[src/rtl/star_pkg.sv]
// Shared types and constants for the STAR softmax row scheduler.
// Latency: n/a (declarations only).
// Backpressure: n/a.
//
// Contents: scheduler state enum, default row geometry and phase lengths,
// and a helper giving the cycle cost of one row.
`ifndef STAR_Input_len
`define STAR_Input_len 4
`endif

package star_pkg;

    // Column/row address width; the row length is the full address range.
    localparam int STAR_ADDR_W  = `STAR_Input_len;
    localparam int STAR_SEQ_LEN = 1 << STAR_ADDR_W;
    localparam int STAR_EXP_LAT = 1;

    // Per-row phase lengths (cycles) for the default geometry.
    localparam int STAR_LOAD_CYCLES    = STAR_SEQ_LEN;
    localparam int STAR_FINDSUB_CYCLES = STAR_SEQ_LEN;
    localparam int STAR_EXP_CYCLES     = STAR_SEQ_LEN;
    localparam int STAR_OUT_CYCLES     = STAR_SEQ_LEN;

    typedef enum logic [2:0] {
        ST_IDLE    = 3'd0,
        ST_LOAD    = 3'd1,
        ST_FINDSUB = 3'd2,
        ST_EXP     = 3'd3,
        ST_DRAIN   = 3'd4,
        ST_OUT     = 3'd5,
        ST_DONE    = 3'd6
    } star_sched_state_t;

    // Cycles per row with an always-ready consumer.
    function automatic int star_row_cycles(input int seq_len, input int exp_lat);
        return 4 * seq_len + exp_lat;
    endfunction

endpackage

[src/rtl/star_delay_line.sv]
// EXP_LAT-stage 1-bit shift register that turns exp_req into acc_en.
// Latency: DEPTH cycles from din to dout.
// Backpressure: none; a synchronous flush clears every stage in one cycle.
//
// Ports: clk, rst (async active-low), flush (sync clear), din, dout.
module star_delay_line #(
    parameter int DEPTH = 1
) (
    input  logic clk,
    input  logic rst,
    input  logic flush,
    input  logic din,
    output logic dout
);

    logic [DEPTH-1:0] sr_q;
    logic [DEPTH-1:0] sr_d;

    always_comb begin
        sr_d = sr_q;
        if (flush) begin
            sr_d = '0;
        end else begin
            sr_d[0] = din;
            for (int i = 1; i < DEPTH; i++) begin
                sr_d[i] = sr_q[i-1];
            end
        end
    end

    always_ff @(posedge clk or negedge rst) begin
        if (!rst) begin
            sr_q <= '0;
        end else begin
            sr_q <= sr_d;
        end
    end

    assign dout = sr_q[DEPTH-1];

endmodule

[src/rtl/star_row_sched.sv]
// Row sequencer for the STAR softmax datapath: LOAD, FINDSUB, EXP, DRAIN, OUT per row.
// Latency: 4*SEQ_LEN + EXP_LAT cycles per row with out_ready held high.
// Backpressure: OUT holds address and out_valid until out_ready; abort wins over everything.
//
// Ports: clk, rst (async active-low), start, abort, out_ready in;
//        busy, data_req, data_addr_x/y, camsub_req, findsub_req, exp_req,
//        acc_clr, acc_en, out_valid, finish out.
module star_row_sched
    import star_pkg::*;
#(
    parameter int SEQ_LEN = STAR_SEQ_LEN,
    parameter int ADDR_W  = STAR_ADDR_W,
    parameter int EXP_LAT = STAR_EXP_LAT
) (
    input  logic              clk,
    input  logic              rst,
    input  logic              start,
    input  logic              abort,
    output logic              busy,
    output logic              data_req,
    output logic [ADDR_W-1:0] data_addr_x,
    output logic [ADDR_W-1:0] data_addr_y,
    output logic              camsub_req,
    output logic              findsub_req,
    output logic              exp_req,
    output logic              acc_clr,
    output logic              acc_en,
    output logic              out_valid,
    input  logic              out_ready,
    output logic              finish
);

    // Terminal counts are compared directly so SEQ_LEN may fill the whole
    // address range without relying on counter overflow.
    localparam logic [ADDR_W-1:0] COL_LAST   = ADDR_W'(SEQ_LEN - 1);
    localparam logic [ADDR_W-1:0] ROW_LAST   = ADDR_W'(SEQ_LEN - 1);
    localparam logic [2:0]        DRAIN_LAST = 3'(EXP_LAT - 1);

    star_sched_state_t state_q, state_d;
    logic [ADDR_W-1:0] row_q, row_d;
    logic [ADDR_W-1:0] col_q, col_d;
    logic [2:0]        drain_q, drain_d;

    logic              busy_q, busy_d;
    logic              load_q, load_d;
    logic              findsub_q, findsub_d;
    logic              exp_q, exp_d;
    logic              acc_clr_q, acc_clr_d;
    logic              out_valid_q, out_valid_d;
    logic              finish_q, finish_d;
    logic [ADDR_W-1:0] addr_x_q, addr_x_d;
    logic [ADDR_W-1:0] addr_y_q, addr_y_d;

    always_comb begin
        state_d = state_q;
        row_d   = row_q;
        col_d   = col_q;
        drain_d = drain_q;

        case (state_q)
            ST_IDLE: begin
                row_d = '0;
                col_d = '0;
                if (start) begin
                    state_d = ST_LOAD;
                end
            end
            ST_LOAD: begin
                if (col_q == COL_LAST) begin
                    col_d   = '0;
                    state_d = ST_FINDSUB;
                end else begin
                    col_d = col_q + 1'b1;
                end
            end
            ST_FINDSUB: begin
                if (col_q == COL_LAST) begin
                    col_d   = '0;
                    state_d = ST_EXP;
                end else begin
                    col_d = col_q + 1'b1;
                end
            end
            ST_EXP: begin
                if (col_q == COL_LAST) begin
                    col_d   = '0;
                    drain_d = '0;
                    state_d = ST_DRAIN;
                end else begin
                    col_d = col_q + 1'b1;
                end
            end
            ST_DRAIN: begin
                // The last exp_req is still in the delay line; hold off the
                // drain until its acc_en pulse has been issued.
                if (drain_q == DRAIN_LAST) begin
                    col_d   = '0;
                    state_d = ST_OUT;
                end else begin
                    drain_d = drain_q + 3'd1;
                end
            end
            ST_OUT: begin
                // out_valid is always high in OUT, so out_ready alone is the handshake.
                if (out_ready) begin
                    if (col_q == COL_LAST) begin
                        if (row_q == ROW_LAST) begin
                            state_d = ST_DONE;
                        end else begin
                            row_d   = row_q + 1'b1;
                            col_d   = '0;
                            state_d = ST_LOAD;
                        end
                    end else begin
                        col_d = col_q + 1'b1;
                    end
                end
            end
            ST_DONE: begin
                row_d   = '0;
                col_d   = '0;
                state_d = ST_IDLE;
            end
            default: begin
                state_d = ST_IDLE;
            end
        endcase

        if (abort) begin
            state_d = ST_IDLE;
            row_d   = '0;
            col_d   = '0;
            drain_d = '0;
        end

        // Outputs are decoded from the next state so they line up with it.
        busy_d      = (state_d != ST_IDLE);
        load_d      = (state_d == ST_LOAD);
        findsub_d   = (state_d == ST_FINDSUB);
        exp_d       = (state_d == ST_EXP);
        acc_clr_d   = (state_d == ST_FINDSUB) && (state_q != ST_FINDSUB);
        out_valid_d = (state_d == ST_OUT);
        finish_d    = (state_d == ST_DONE);
        addr_x_d    = col_d;
        addr_y_d    = row_d;
    end

    always_ff @(posedge clk or negedge rst) begin
        if (!rst) begin
            state_q     <= ST_IDLE;
            row_q       <= '0;
            col_q       <= '0;
            drain_q     <= '0;
            busy_q      <= 1'b0;
            load_q      <= 1'b0;
            findsub_q   <= 1'b0;
            exp_q       <= 1'b0;
            acc_clr_q   <= 1'b0;
            out_valid_q <= 1'b0;
            finish_q    <= 1'b0;
            addr_x_q    <= '0;
            addr_y_q    <= '0;
        end else begin
            state_q     <= state_d;
            row_q       <= row_d;
            col_q       <= col_d;
            drain_q     <= drain_d;
            busy_q      <= busy_d;
            load_q      <= load_d;
            findsub_q   <= findsub_d;
            exp_q       <= exp_d;
            acc_clr_q   <= acc_clr_d;
            out_valid_q <= out_valid_d;
            finish_q    <= finish_d;
            addr_x_q    <= addr_x_d;
            addr_y_q    <= addr_y_d;
        end
    end

    // acc_en trails exp_req by EXP_LAT cycles; abort flushes pulses in flight.
    star_delay_line #(
        .DEPTH (EXP_LAT)
    ) u_delay (
        .clk   (clk),
        .rst   (rst),
        .flush (abort),
        .din   (exp_q),
        .dout  (acc_en)
    );

    assign busy        = busy_q;
    assign data_req    = load_q;
    assign camsub_req  = load_q;
    assign findsub_req = findsub_q;
    assign exp_req     = exp_q;
    assign acc_clr     = acc_clr_q;
    assign out_valid   = out_valid_q;
    assign finish      = finish_q;
    assign data_addr_x = addr_x_q;
    assign data_addr_y = addr_y_q;

endmodule

[config.mk]
export PLATFORM = sky130hd
export DESIGN_NAME = star_row_sched
export DESIGN_NICKNAME = d
export VERILOG_FILES = /design/src/rtl/star_pkg.sv /design/src/rtl/star_delay_line.sv /design/src/rtl/star_row_sched.sv
export SDC_FILE = /design/constraint.sdc
export NUM_CORES = 1
export LEC_CHECK = 0
export BUFFER_PORTS_ARGS = -buffer_cell sky130_fd_sc_hd__buf_2
export CORE_UTILIZATION = 50
export DETAILED_ROUTE_END_ITERATION = 10
export GPL_ROUTABILITY_DRIVEN = 0
export PLACE_DENSITY = 0.72
export RECOVER_POWER = 100
export SLEW_MARGIN = 25
export SYNTH_ARGS = -nofsm -noshare
export SYNTH_HDL_FRONTEND = slang
export SYNTH_SLANG_ARGS = --single-unit
[constraint.sdc]
create_clock -name clk -period 5.75 [get_ports clk]
set_input_delay 1.15 -clock clk [delete_from_list [all_inputs] [get_ports clk]]
set_output_delay 1.15 -clock clk [all_outputs]
set_load 0.1 [all_outputs]
==> results.sh <==
export IMPL_antenna_found_initial=0
export IMPL_fp_row_count=18
export IMPL_grt_pass1_wl_mm=4.381
export IMPL_grt_usage=0.2108
export IMPL_hp_class="reg2reg"
export IMPL_setup_viol=0
export IMPL_power_density_nw_per_um2=230.6
export IMPL_status="finished, final reports clean"
export IMPL_syn_to_final_growth_pct=5.513
export IMPL_busiest_layer="met2"
export IMPL_cp_end_kind="output pin"
export IMPL_hold_viol_final=0
export IMPL_max_freq_mhz=357.2
export IMPL_crit_chain="clkbuf_1"
export IMPL_ir_worst_vdd_v=0.0001195
export IMPL_rsz0062_at_grt="false"
export IMPL_layout_nets=155
export IMPL_grt_use_met1=0.2755
export IMPL_slew_headroom=0.09619
export IMPL_synth_edf_count=0
export IMPL_cpMaxStageDelayCell="clkbuf_1"
export IMPL_required_ns=4.60
export IMPL_synthFlopType="dfrtp_1"
export IMPL_fin_cells=175
export IMPL_synth_commonest_cells="dfrtp_1, nor3_1, inv_1"
export IMPL_dp_cells=171
export IMPL_syn_area_per_cell_um2=10.11
export IMPL_post_dp_hpwl_mm=1.872
export IMPL_synth_seq_cells=22
export IMPL_first_global_vias=1011
export IMPL_fin_crit_sh=0.4868
export IMPL_die_w_um=52.87
export IMPL_synth_area_leaders="dfrtp_1, ha_1, nor3_1"
export IMPL_ant_nets=0
export IMPL_rrSetupSlack_ns=3.22
export IMPL_ff2ff_path_depth=6
export IMPL_synthArstFlopShare=1.000
export IMPL_crit_arrival_ns=1.65
export IMPL_root_buffer="clkbuf_4"
export IMPL_start_kind="flop"
export IMPL_pre_cts_slack_ns=3.430
export IMPL_ctsResizeCount=0
export IMPL_yosys_area_top_type="dfrtp_1"
export IMPL_clock_sinks=22
export IMPL_drt_iter0_drc=22
export IMPL_drc=0
export IMPL_grt_max_degree=23
export IMPL_p_leak_nw=0.6053
export IMPL_drv_slew=0
export IMPL_tns_ns=0
export IMPL_synthesis_area_um2=1294
export IMPL_antenna_cells=0
export IMPL_synth_seq_area_share=0.4255
export IMPL_overflow=0
export IMPL_htreeDepth=1
export IMPL_via_per_inst=6.120
export IMPL_fin_skew_ns=0.005411
export IMPL_path_max_fanout=6
export IMPL_clk_pin_slew_ns=0.13
export IMPL_slowest_delay_ns=0.88
export IMPL_globalRouteMet2Util=0.3586
export IMPL_dieArea_um2=2795
export IMPL_critical_path_top_delay_family="buffers and inverters"
export IMPL_final_min_clock_period_ns=2.799
export IMPL_cts_tree="done"
export IMPL_drive_above_1_share=0.06207
export IMPL_fillers=237
export IMPL_final_util=0.5561
export IMPL_post_cts_buffers=0
export IMPL_seq_area_um2=550.5
export IMPL_wl_mm=2.694
export IMPL_vias=1071
export IMPL_netlist_instances=128
export IMPL_ys_types=46
export IMPL_min_path_cells=1
export IMPL_worstSetupPathType="reg2out"
export IMPL_synth_top_area_share=0.4255
export IMPL_hp_start="drain_q[2]"
export IMPL_worst_hold_slack_ns=0.4960
export IMPL_initial_core_util=0.5270
export IMPL_die_height_um=52.87
export IMPL_io_buffers=21
export IMPL_core_region_area_um2=2455
export IMPL_firstDrtPassIters=4
export IMPL_clockBufferDepth=2
export IMPL_syn_nets=137
export IMPL_postCtsHoldBufs=0
export IMPL_io_pin_count=22
export IMPL_worst_pin_slew_ns=1.339
export IMPL_timing_rr_start="drain_q[0]"
export IMPL_cp_buffers_inverters=1
export IMPL_ys_warn_count=0
export IMPL_cts_buffers=3
export IMPL_wire_per_inst_um=15.39
export IMPL_fin_ws_ns=2.951
export IMPL_reg2reg_to="exp_req"
export IMPL_min_to="drain_q[2]"
export IMPL_synth_most_common_cell="dfrtp_1"
export IMPL_cap_violations=0
export IMPL_multi_input_area_um2=613.1
export IMPL_use_met3=0.02874
export IMPL_insertion_delay_ns=0.30
## worst reg2reg max path: cells and delay by family (launching register included)
kind	cells	cell delay [ns]
flip-flops	1	0.42
buffers and inverters	1	0.08
AO/OA/AOI/OAI	1	1.09
adder cells (fa/ha/maj)	1	0.15
AND/OR/NAND/NOR	2	0.59
multiplexers	1	0.12
## sequential cells by signal, indices dropped and copies added, names as in the netlist
signal	cells
u_delay.dout	1
findsub_req	1
out_valid	1
camsub_req	1
busy	1
exp_req	1
finish	1
data_addr_y	4
drain_q	3
acc_clr	1
state_q	3
data_addr_x	4
## metrics by stage
| step | cell area [µm²] | total power [mW] |
|---|---|---|
| 2_1_floorplan | 1294 | 0.1948 |
| 3_3_place_gp | 1378 | 0.2020 |
| 3_5_place_dp | 1378 | 0.2030 |
| 4_1_cts | 1430 | 0.3215 |
| 5_1_grt | 1365 | 0.3282 |
| 6_report | 1365 | 0.3148 |
## cell type report
class | count | area share
clock buffers | 3 | 0.01650
clock inverters | 1 | 0.02200
inverters | 8 | 0.02200
multi-input cells | 90 | 0.4491
flip-flops and latches | 22 | 0.4033
well taps | 30 | 0.02750
repair buffers | 21 | 0.05958
## routing by layer
| metal | wire length, µm | share of wire | up-vias |
|---|---|---|---|
| met5 | 0 | 0 | - |
| met4 | 23 | 0.0085 | 0 |
| met3 | 106 | 0.039 | 4 |
| met2 | 1307 | 0.49 | 25 |
| met1 | 1257 | 0.47 | 534 |
| li1 | - | - | 508 |
## layout by cell type, fill, tap and decap left out, types with 2 or more instances in the layout
master	netlist	layout
o31ai_1	2	2
nor2b_1	4	4
a21o_1	2	2
clkbuf_1	2	19
buf_2	2	2
inv_1	8	8
or3_1	2	2
and3_1	3	4
a21oi_1	6	6
nand2_1	4	4
nand4_1	6	6
o211a_1	2	2
mux2i_1	3	3
nor2_1	5	5
nand3_1	3	3
a32oi_1	2	2
nor4_1	2	2
nand2b_1	2	2
nor3_1	9	9
a31oi_1	2	2
dfrtp_1	22	22
o22ai_1	2	2
o21ai_0	4	4
clkbuf_4	0	3
ha_1	4	4
nor3b_1	2	2
## cell families after synthesis
kind of cell    after synthesis  share of synthesized area
simple gates                 48                     0.2292
compound gates               32                     0.1876
flops                        22                     0.4255
buf+inv                      16                    0.06867
mux                           5                    0.04352
fa+ha+maj                     4                    0.03869
xor+xnor                      1                   0.006771
## worst max-delay path by stage
stage | from | end | slack, ns | depth (start not counted)
finish | data_addr_x[0] | data_addr_x[0] | 2.95 | 1
global route | data_addr_x[2] | data_addr_x[2] | 2.89 | 1
CTS | data_addr_x[0] | data_addr_x[0] | 3.35 | 1
detailed placement | abort | data_addr_x[0] | 3.43 | 4
global placement | abort | data_addr_x[0] | 3.47 | 4
floorplan | camsub_req | data_req | 3.28 | 1
## power by group
part           switching [mW]  total [mW]  internal (mW)  leakage [nW]
logic                  0.0308      0.0375        0.00672         0.274
registers             0.00293       0.160          0.157         0.303
clock network          0.0471       0.117         0.0704        0.0279
total                  0.0808       0.315          0.234         0.605
No activity file was read; power rests on OpenSTA's default activity.
